<file path="src/rtl/matrix_uart_sequencer.sv">
// NxN matrix-multiply sequencer between a UART byte stream and local storage.
// Loads size, A and B, computes C = A*B with one MAC per cycle, streams C back LSB first.
module matrix_uart_sequencer #(
    parameter int MAX_N  = 4,
    parameter bit SIGNED = 1'b0
) (
    input  logic       clk,
    input  logic       rst,
    input  logic [7:0] rx_data,
    input  logic       rx_valid,
    input  logic       tx_busy,
    output logic [7:0] tx_data,
    output logic       tx_start,
    output logic [2:0] state,
    output logic       err,
    output logic       overrun
);
    localparam int ACC_W     = 17 + $clog2(MAX_N);
    localparam int RES_BYTES = (ACC_W + 7) / 8;
    localparam int ELEMS     = MAX_N * MAX_N;
    localparam int IDX_W     = (ELEMS > 1) ? $clog2(ELEMS) : 1;
    localparam int DIM_W     = $clog2(MAX_N + 1);
    localparam int NN_W      = 2 * DIM_W;
    localparam int BYTE_W    = (RES_BYTES > 1) ? $clog2(RES_BYTES) : 1;

    typedef enum logic [2:0] {
        IDLE      = 3'd0,
        LOAD_A    = 3'd1,
        LOAD_B    = 3'd2,
        COMPUTE   = 3'd3,
        SEND      = 3'd4,
        SEND_WAIT = 3'd5,
        ERROR     = 3'd6
    } state_t;

    state_t st, st_nxt;

    logic [DIM_W-1:0]  n, i, j, k;
    logic [IDX_W-1:0]  cnt, e;
    logic [BYTE_W-1:0] b;
    logic [ACC_W-1:0]  acc;
    logic              seen_busy;
    logic              err_job;

    logic [7:0]       a_mem [ELEMS];
    logic [7:0]       b_mem [ELEMS];
    logic [ACC_W-1:0] c_mem [ELEMS];

    logic [DIM_W-1:0]              n_m1;
    logic [NN_W-1:0]               nn;
    logic [IDX_W-1:0]              last_idx, a_idx, b_idx, c_idx;
    logic [ACC_W-1:0]              prod, sum;
    logic [RES_BYTES-1:0][7:0]     c_bytes;
    logic                          size_ok, last_byte, mac_last;

    function automatic logic [ACC_W-1:0] ext8(input logic [7:0] x);
        if (SIGNED) return ACC_W'($signed(x));
        else        return ACC_W'(x);
    endfunction

    assign state     = st;
    assign n_m1      = n - 1'b1;
    assign nn        = NN_W'(n) * NN_W'(n);
    assign last_idx  = IDX_W'(nn - NN_W'(1));
    assign a_idx     = IDX_W'(NN_W'(i) * NN_W'(n) + NN_W'(k));
    assign b_idx     = IDX_W'(NN_W'(k) * NN_W'(n) + NN_W'(j));
    assign c_idx     = IDX_W'(NN_W'(i) * NN_W'(n) + NN_W'(j));
    assign prod      = ext8(a_mem[a_idx]) * ext8(b_mem[b_idx]);
    assign sum       = ((k == '0) ? '0 : acc) + prod;
    assign size_ok   = (rx_data != 8'd0) && (rx_data <= 8'(MAX_N));
    assign last_byte = (b == BYTE_W'(RES_BYTES - 1));
    assign mac_last  = (i == n_m1) && (j == n_m1) && (k == n_m1);

    always_comb begin
        if (SIGNED) c_bytes = (RES_BYTES * 8)'($signed(c_mem[e]));
        else        c_bytes = (RES_BYTES * 8)'(c_mem[e]);
    end

    always_ff @(posedge clk or posedge rst) begin
        if (rst) st <= IDLE;
        else     st <= st_nxt;
    end

    always_comb begin
        st_nxt = st;
        case (st)
            IDLE:      if (rx_valid) st_nxt = size_ok ? LOAD_A : ERROR;
            LOAD_A:    if (rx_valid && cnt == last_idx) st_nxt = LOAD_B;
            LOAD_B:    if (rx_valid && cnt == last_idx) st_nxt = COMPUTE;
            COMPUTE:   if (mac_last) st_nxt = SEND;
            SEND,
            ERROR:     if (!tx_busy) st_nxt = SEND_WAIT;
            SEND_WAIT: if (seen_busy && !tx_busy) begin
                           if (err_job || (e == last_idx && last_byte)) st_nxt = IDLE;
                           else                                         st_nxt = SEND;
                       end
            default:   st_nxt = IDLE;
        endcase
    end

    // Storage is deliberately outside the reset domain.
    always_ff @(posedge clk) begin
        if (st == LOAD_A && rx_valid) a_mem[cnt] <= rx_data;
        if (st == LOAD_B && rx_valid) b_mem[cnt] <= rx_data;
        if (st == COMPUTE && k == n_m1) c_mem[c_idx] <= sum;
    end

    always_ff @(posedge clk or posedge rst) begin
        if (rst) begin
            tx_data   <= 8'h00;
            tx_start  <= 1'b0;
            err       <= 1'b0;
            overrun   <= 1'b0;
            n         <= '0;
            cnt       <= '0;
            i         <= '0;
            j         <= '0;
            k         <= '0;
            acc       <= '0;
            e         <= '0;
            b         <= '0;
            seen_busy <= 1'b0;
            err_job   <= 1'b0;
        end else begin
            tx_start <= 1'b0;
            case (st)
                IDLE: if (rx_valid) begin
                    n <= rx_data[DIM_W-1:0];
                    if (size_ok) begin
                        err     <= 1'b0;
                        overrun <= 1'b0;
                        err_job <= 1'b0;
                        cnt     <= '0;
                        i       <= '0;
                        j       <= '0;
                        k       <= '0;
                        e       <= '0;
                        b       <= '0;
                    end else begin
                        err     <= 1'b1;
                        err_job <= 1'b1;
                    end
                end
                LOAD_A, LOAD_B: if (rx_valid) cnt <= (cnt == last_idx) ? '0 : cnt + 1'b1;
                COMPUTE: begin
                    acc <= sum;
                    if (k == n_m1) begin
                        k <= '0;
                        if (j == n_m1) begin
                            j <= '0;
                            i <= (i == n_m1) ? '0 : i + 1'b1;
                        end else begin
                            j <= j + 1'b1;
                        end
                    end else begin
                        k <= k + 1'b1;
                    end
                    if (mac_last) begin
                        e <= '0;
                        b <= '0;
                    end
                end
                SEND: if (!tx_busy) begin
                    tx_data   <= c_bytes[b];
                    tx_start  <= 1'b1;
                    seen_busy <= 1'b0;
                end
                ERROR: if (!tx_busy) begin
                    tx_data   <= 8'hEE;
                    tx_start  <= 1'b1;
                    seen_busy <= 1'b0;
                end
                SEND_WAIT: begin
                    // A byte is done only after busy has been observed high then low.
                    if (tx_busy) begin
                        seen_busy <= 1'b1;
                    end else if (seen_busy) begin
                        if (last_byte) begin
                            b <= '0;
                            e <= e + 1'b1;
                        end else begin
                            b <= b + 1'b1;
                        end
                    end
                end
                default: ;
            endcase
            if (rx_valid && (st == COMPUTE || st == SEND || st == SEND_WAIT || st == ERROR))
                overrun <= 1'b1;
        end
    end
endmodule

</file>
<file path="config.mk">
export PLATFORM = sky130hd
export DESIGN_NAME = matrix_uart_sequencer
export DESIGN_NICKNAME = d
export VERILOG_FILES = /design/src/rtl/matrix_uart_sequencer.sv
export SDC_FILE = /design/constraint.sdc
export NUM_CORES = 1
export LEC_CHECK = 0
export BUFFER_PORTS_ARGS = -buffer_cell sky130_fd_sc_hd__buf_4
export CAP_MARGIN = 15
export CORE_ASPECT_RATIO = 0.8
export CORE_MARGIN = 5
export CORE_UTILIZATION = 28
export CTS_CLUSTER_SIZE = 12
export DETAILED_ROUTE_END_ITERATION = 10
export PLACE_DENSITY = 0.48
export SLEW_MARGIN = 30
export SYNTH_ARGS = -nofsm -noshare
export SYNTH_HDL_FRONTEND = slang
export SYNTH_SLANG_ARGS = --single-unit
</file>
<file path="constraint.sdc">
create_clock -name clk -period 11.6 [get_ports clk]
set_clock_uncertainty 0.1 [all_clocks]
set_input_delay 1.16 -clock clk [delete_from_list [all_inputs] [get_ports clk]]
set_output_delay 1.16 -clock clk [all_outputs]
set_load 0.01 [all_outputs]
</file>
==> run summary <==
Detailed Routing Iterations Pass 1 = 5
Required @ worst endpoint = 11.79 ns
core area = 98600 sq um
total gr overflow = 0
PostCTS Resize Cnt = 0
hold buffers post-CTS = 0
DIE AREA = 106000 sq um
post-route minimum period = 8.90 ns
Crit Path Class = flop to flop
Final nets = 1794
sequential fraction of the synthesis area = 65.6%
Synth Area in Simple Gates = 5.62%
layout cells sized above 1 = 22.9%
yosys warns = 0
async set-reset flop share out of synthesis = 9.09%
CTS tree = built
Post-Synth Adder-Cell Area = 7.05%
Syn Inst Count = 1579
worst-path fanout max = 16
Port Buffers = 25
DP HPWL = 42.7 mm
# diodes = 0
startpoint types = flop
Synth Flop Type = edfxtp_1
Tot GR Track Use = 12.9%
FF-to-FF Start = n[0]
Post-Synth XOR/XNOR Area = 1.28%
CP arrival = 9.09 ns
Critical R2R Capture = c_mem[15][18]
row cnt = 103
Mapped Area = 27800 sq um
main combinational cell family by area after synthesis = multiplexers
antenna violations before repair = 0
worst slew pin tran = 0.901 ns
HP Class = primary input to asynchronous set/reset pin
Worst Reg-to-Reg Cells = 23
Max Cap Violations = 0
root buffer cell = clkbuf_16
I/O pin cnt = 26
status = finished clean
RSZ-0062 raised after global routing = no
initial core utilization = 28.2%
Max Transition Viols Final = 0
Final ANT Viol Nets = 0
vias in the first global route = 15.5k
largest net degree at the start of global routing = 54
Mapped Nets = 1714
mux cell area share after synthesis = 14.6%
routed via count = 14.4k
# setup viols final = 0
first-pass GRT wire length = 102 mm
Routability Congestion = 0.776
WL final = 67.7 mm
Post-CTS Setup Bufs = 0
Die Wd = 362 um
drt wl/cell = 22.4 um
Cell variety after synth = 82
Synth Area in Compound Gates = 3.38%
Hold Violations, Final = 0
EDFF count, synth = 560
Remaining DRCs = 0
H-tree Lvls = 3
CTS buffer count = 70
number of fill cells = 9420
Clock Sinks = 616
R2R setup slack = 2.70 ns
f_max = 112 MHz
synthesized area per cell = 17.6 sq um
clock buffer depth = 3
Slew Limit Headroom = 39.7%
Via-to-Cell Ratio = 4.77
Clock Pin Slew Worst Setup and Hold Paths = 0.06 ns
crit share post-route = 76.7%
initial drt markers = 1044
Fin Setup TNS = 0 ns
CP endpoint kind = flop
Die Y = 292 um
flops & latches, synth = 616
worst skew pair latency = 0.60 ns
Layout Area Growth over Synthesis = 15.5%
==> per-layer routing <==
metal	global-route usage (%)	routed length, um	vias to the layer above
li1	-	-	6285
met1	18.6	31700	7716
met2	20.8	31900	336
met3	1.93	2910	91
met4	3.02	1160	0
met5	0	0	-
==> worst max-delay path, stage by stage (launching register included) <==
cell      delay [ns]
dfrtp_1         0.61
nand2_1         0.15
fa_1            0.56
inv_1           0.05
fa_1            0.47
inv_1           0.05
fa_1            0.37
xnor2_1         0.17
xnor2_1         0.13
xnor2_2         0.61
mux4_2          0.69
and2_1          0.20
fa_1            0.44
fa_1            0.51
inv_1           0.05
fa_1            0.45
fa_1            0.50
inv_1           0.04
ha_1            0.37
a21oi_1         0.58
o21ai_0         0.23
a31oi_1         0.33
o211ai_1        0.27
xnor2_2         0.63
==> flip-flops by register name (all words and copies together) (netlist names), 3 cells and up <==
name and count:
k 3, acc 19, tx_data 8, i 3, e 4, a_mem 128
b_mem 128, j 3, n 3, state 3, c_mem 304, cnt 4
==> worst max-delay path by stage <==
stage | start | to
final | n[0] | c_mem[15][18]
after global routing | n[0] | c_mem[10][18]
after CTS | n[0] | c_mem[11][18]
after detailed placement | n[0] | c_mem[11][18]
after global placement | n[0] | c_mem[12][18]
after floorplan | n[0] | c_mem[0][12]
==> cell families (layout without fill, tap and decap cells) <==
logic type / count (synthesis) / count (layout)
AOI/OAI and AO/OA: 129 / 129
xor gates and xnor gates: 35 / 35
adders and majority gates: 123 / 123
buffers and inverters: 173 / 305
DFF: 616 / 616
muxes: 186 / 186
and+or+nand+nor: 317 / 317
==> layout by cell type, fill, tap and decap left out, types with 15 or more instances in the layout <==
| cell type | n |
|---|---|
| a21oi_1 | 28 |
| ha_1 | 65 |
| nor3_1 | 17 |
| xnor2_1 | 16 |
| o21ai_0 | 20 |
| clkinv_1 | 15 |
| clkbuf_16 | 70 |
| nor2_2 | 22 |
| inv_1 | 110 |
| edfxtp_1 | 560 |
| and2_1 | 61 |
| buf_4 | 67 |
| dfrtp_1 | 53 |
| mux4_2 | 173 |
| nor2_1 | 40 |
| nand2_1 | 114 |
| fa_1 | 56 |
==> cell usage after synthesis, types with 6 or more instances <==
library cell / count / area share, %
clkbuf_1: 31 / 0.42
o31ai_1: 10 / 0.27
nand2b_1: 7 / 0.16
nor2b_1: 8 / 0.18
and3_1: 6 / 0.14
a21oi_1: 28 / 0.50
edfxtp_1: 560 / 61
mux4_2: 173 / 14
o21ai_0: 20 / 0.36
fa_1: 56 / 4.0
nor3_1: 17 / 0.31
inv_1: 111 / 1.5
nand2_1: 114 / 1.5
dfrtp_1: 56 / 5.0
xor2_1: 13 / 0.41
nand3_1: 12 / 0.22
and2_1: 61 / 1.4
mux2i_1: 6 / 0.22
nor2_1: 62 / 0.84
a21o_1: 10 / 0.27
buf_1: 8 / 0.11
xnor2_1: 18 / 0.57
buf_2: 18 / 0.32
ha_1: 67 / 3.0
o21a_1: 11 / 0.30
==> cell type report <==
type / count / area (sq um) / area share (%)
Tap cell: 1312 / 1640 / 5.11
Timing Repair Buffer: 69 / 526 / 1.64
Clock buffer: 91 / 1920 / 5.98
Sequential cell: 616 / 18200 / 56.8
Clock inverter: 33 / 375 / 1.17
Multi-Input combinational cell: 790 / 8990 / 28.0
Inverter: 112 / 420 / 1.31
==> metrics by stage <==
stage	cells	utilization (%)	setup slack [ns]	cell area [sq um]	hold WS, ns
2_1_floorplan	1579	-	3.38	27800	0.338
3_3_place_gp	2899	30.2	2.67	29700	0.350
3_5_place_dp	2899	30.2	2.44	29800	0.357
4_1_cts	3023	32.5	2.39	32100	0.319
5_1_grt	3023	32.6	2.07	32100	0.347
6_report	3023	32.6	2.70	32100	0.354
Power is left out: the tool's default activity adds up to more than one toggle a clock period on the data nets, which glitch-free logic cannot reach.
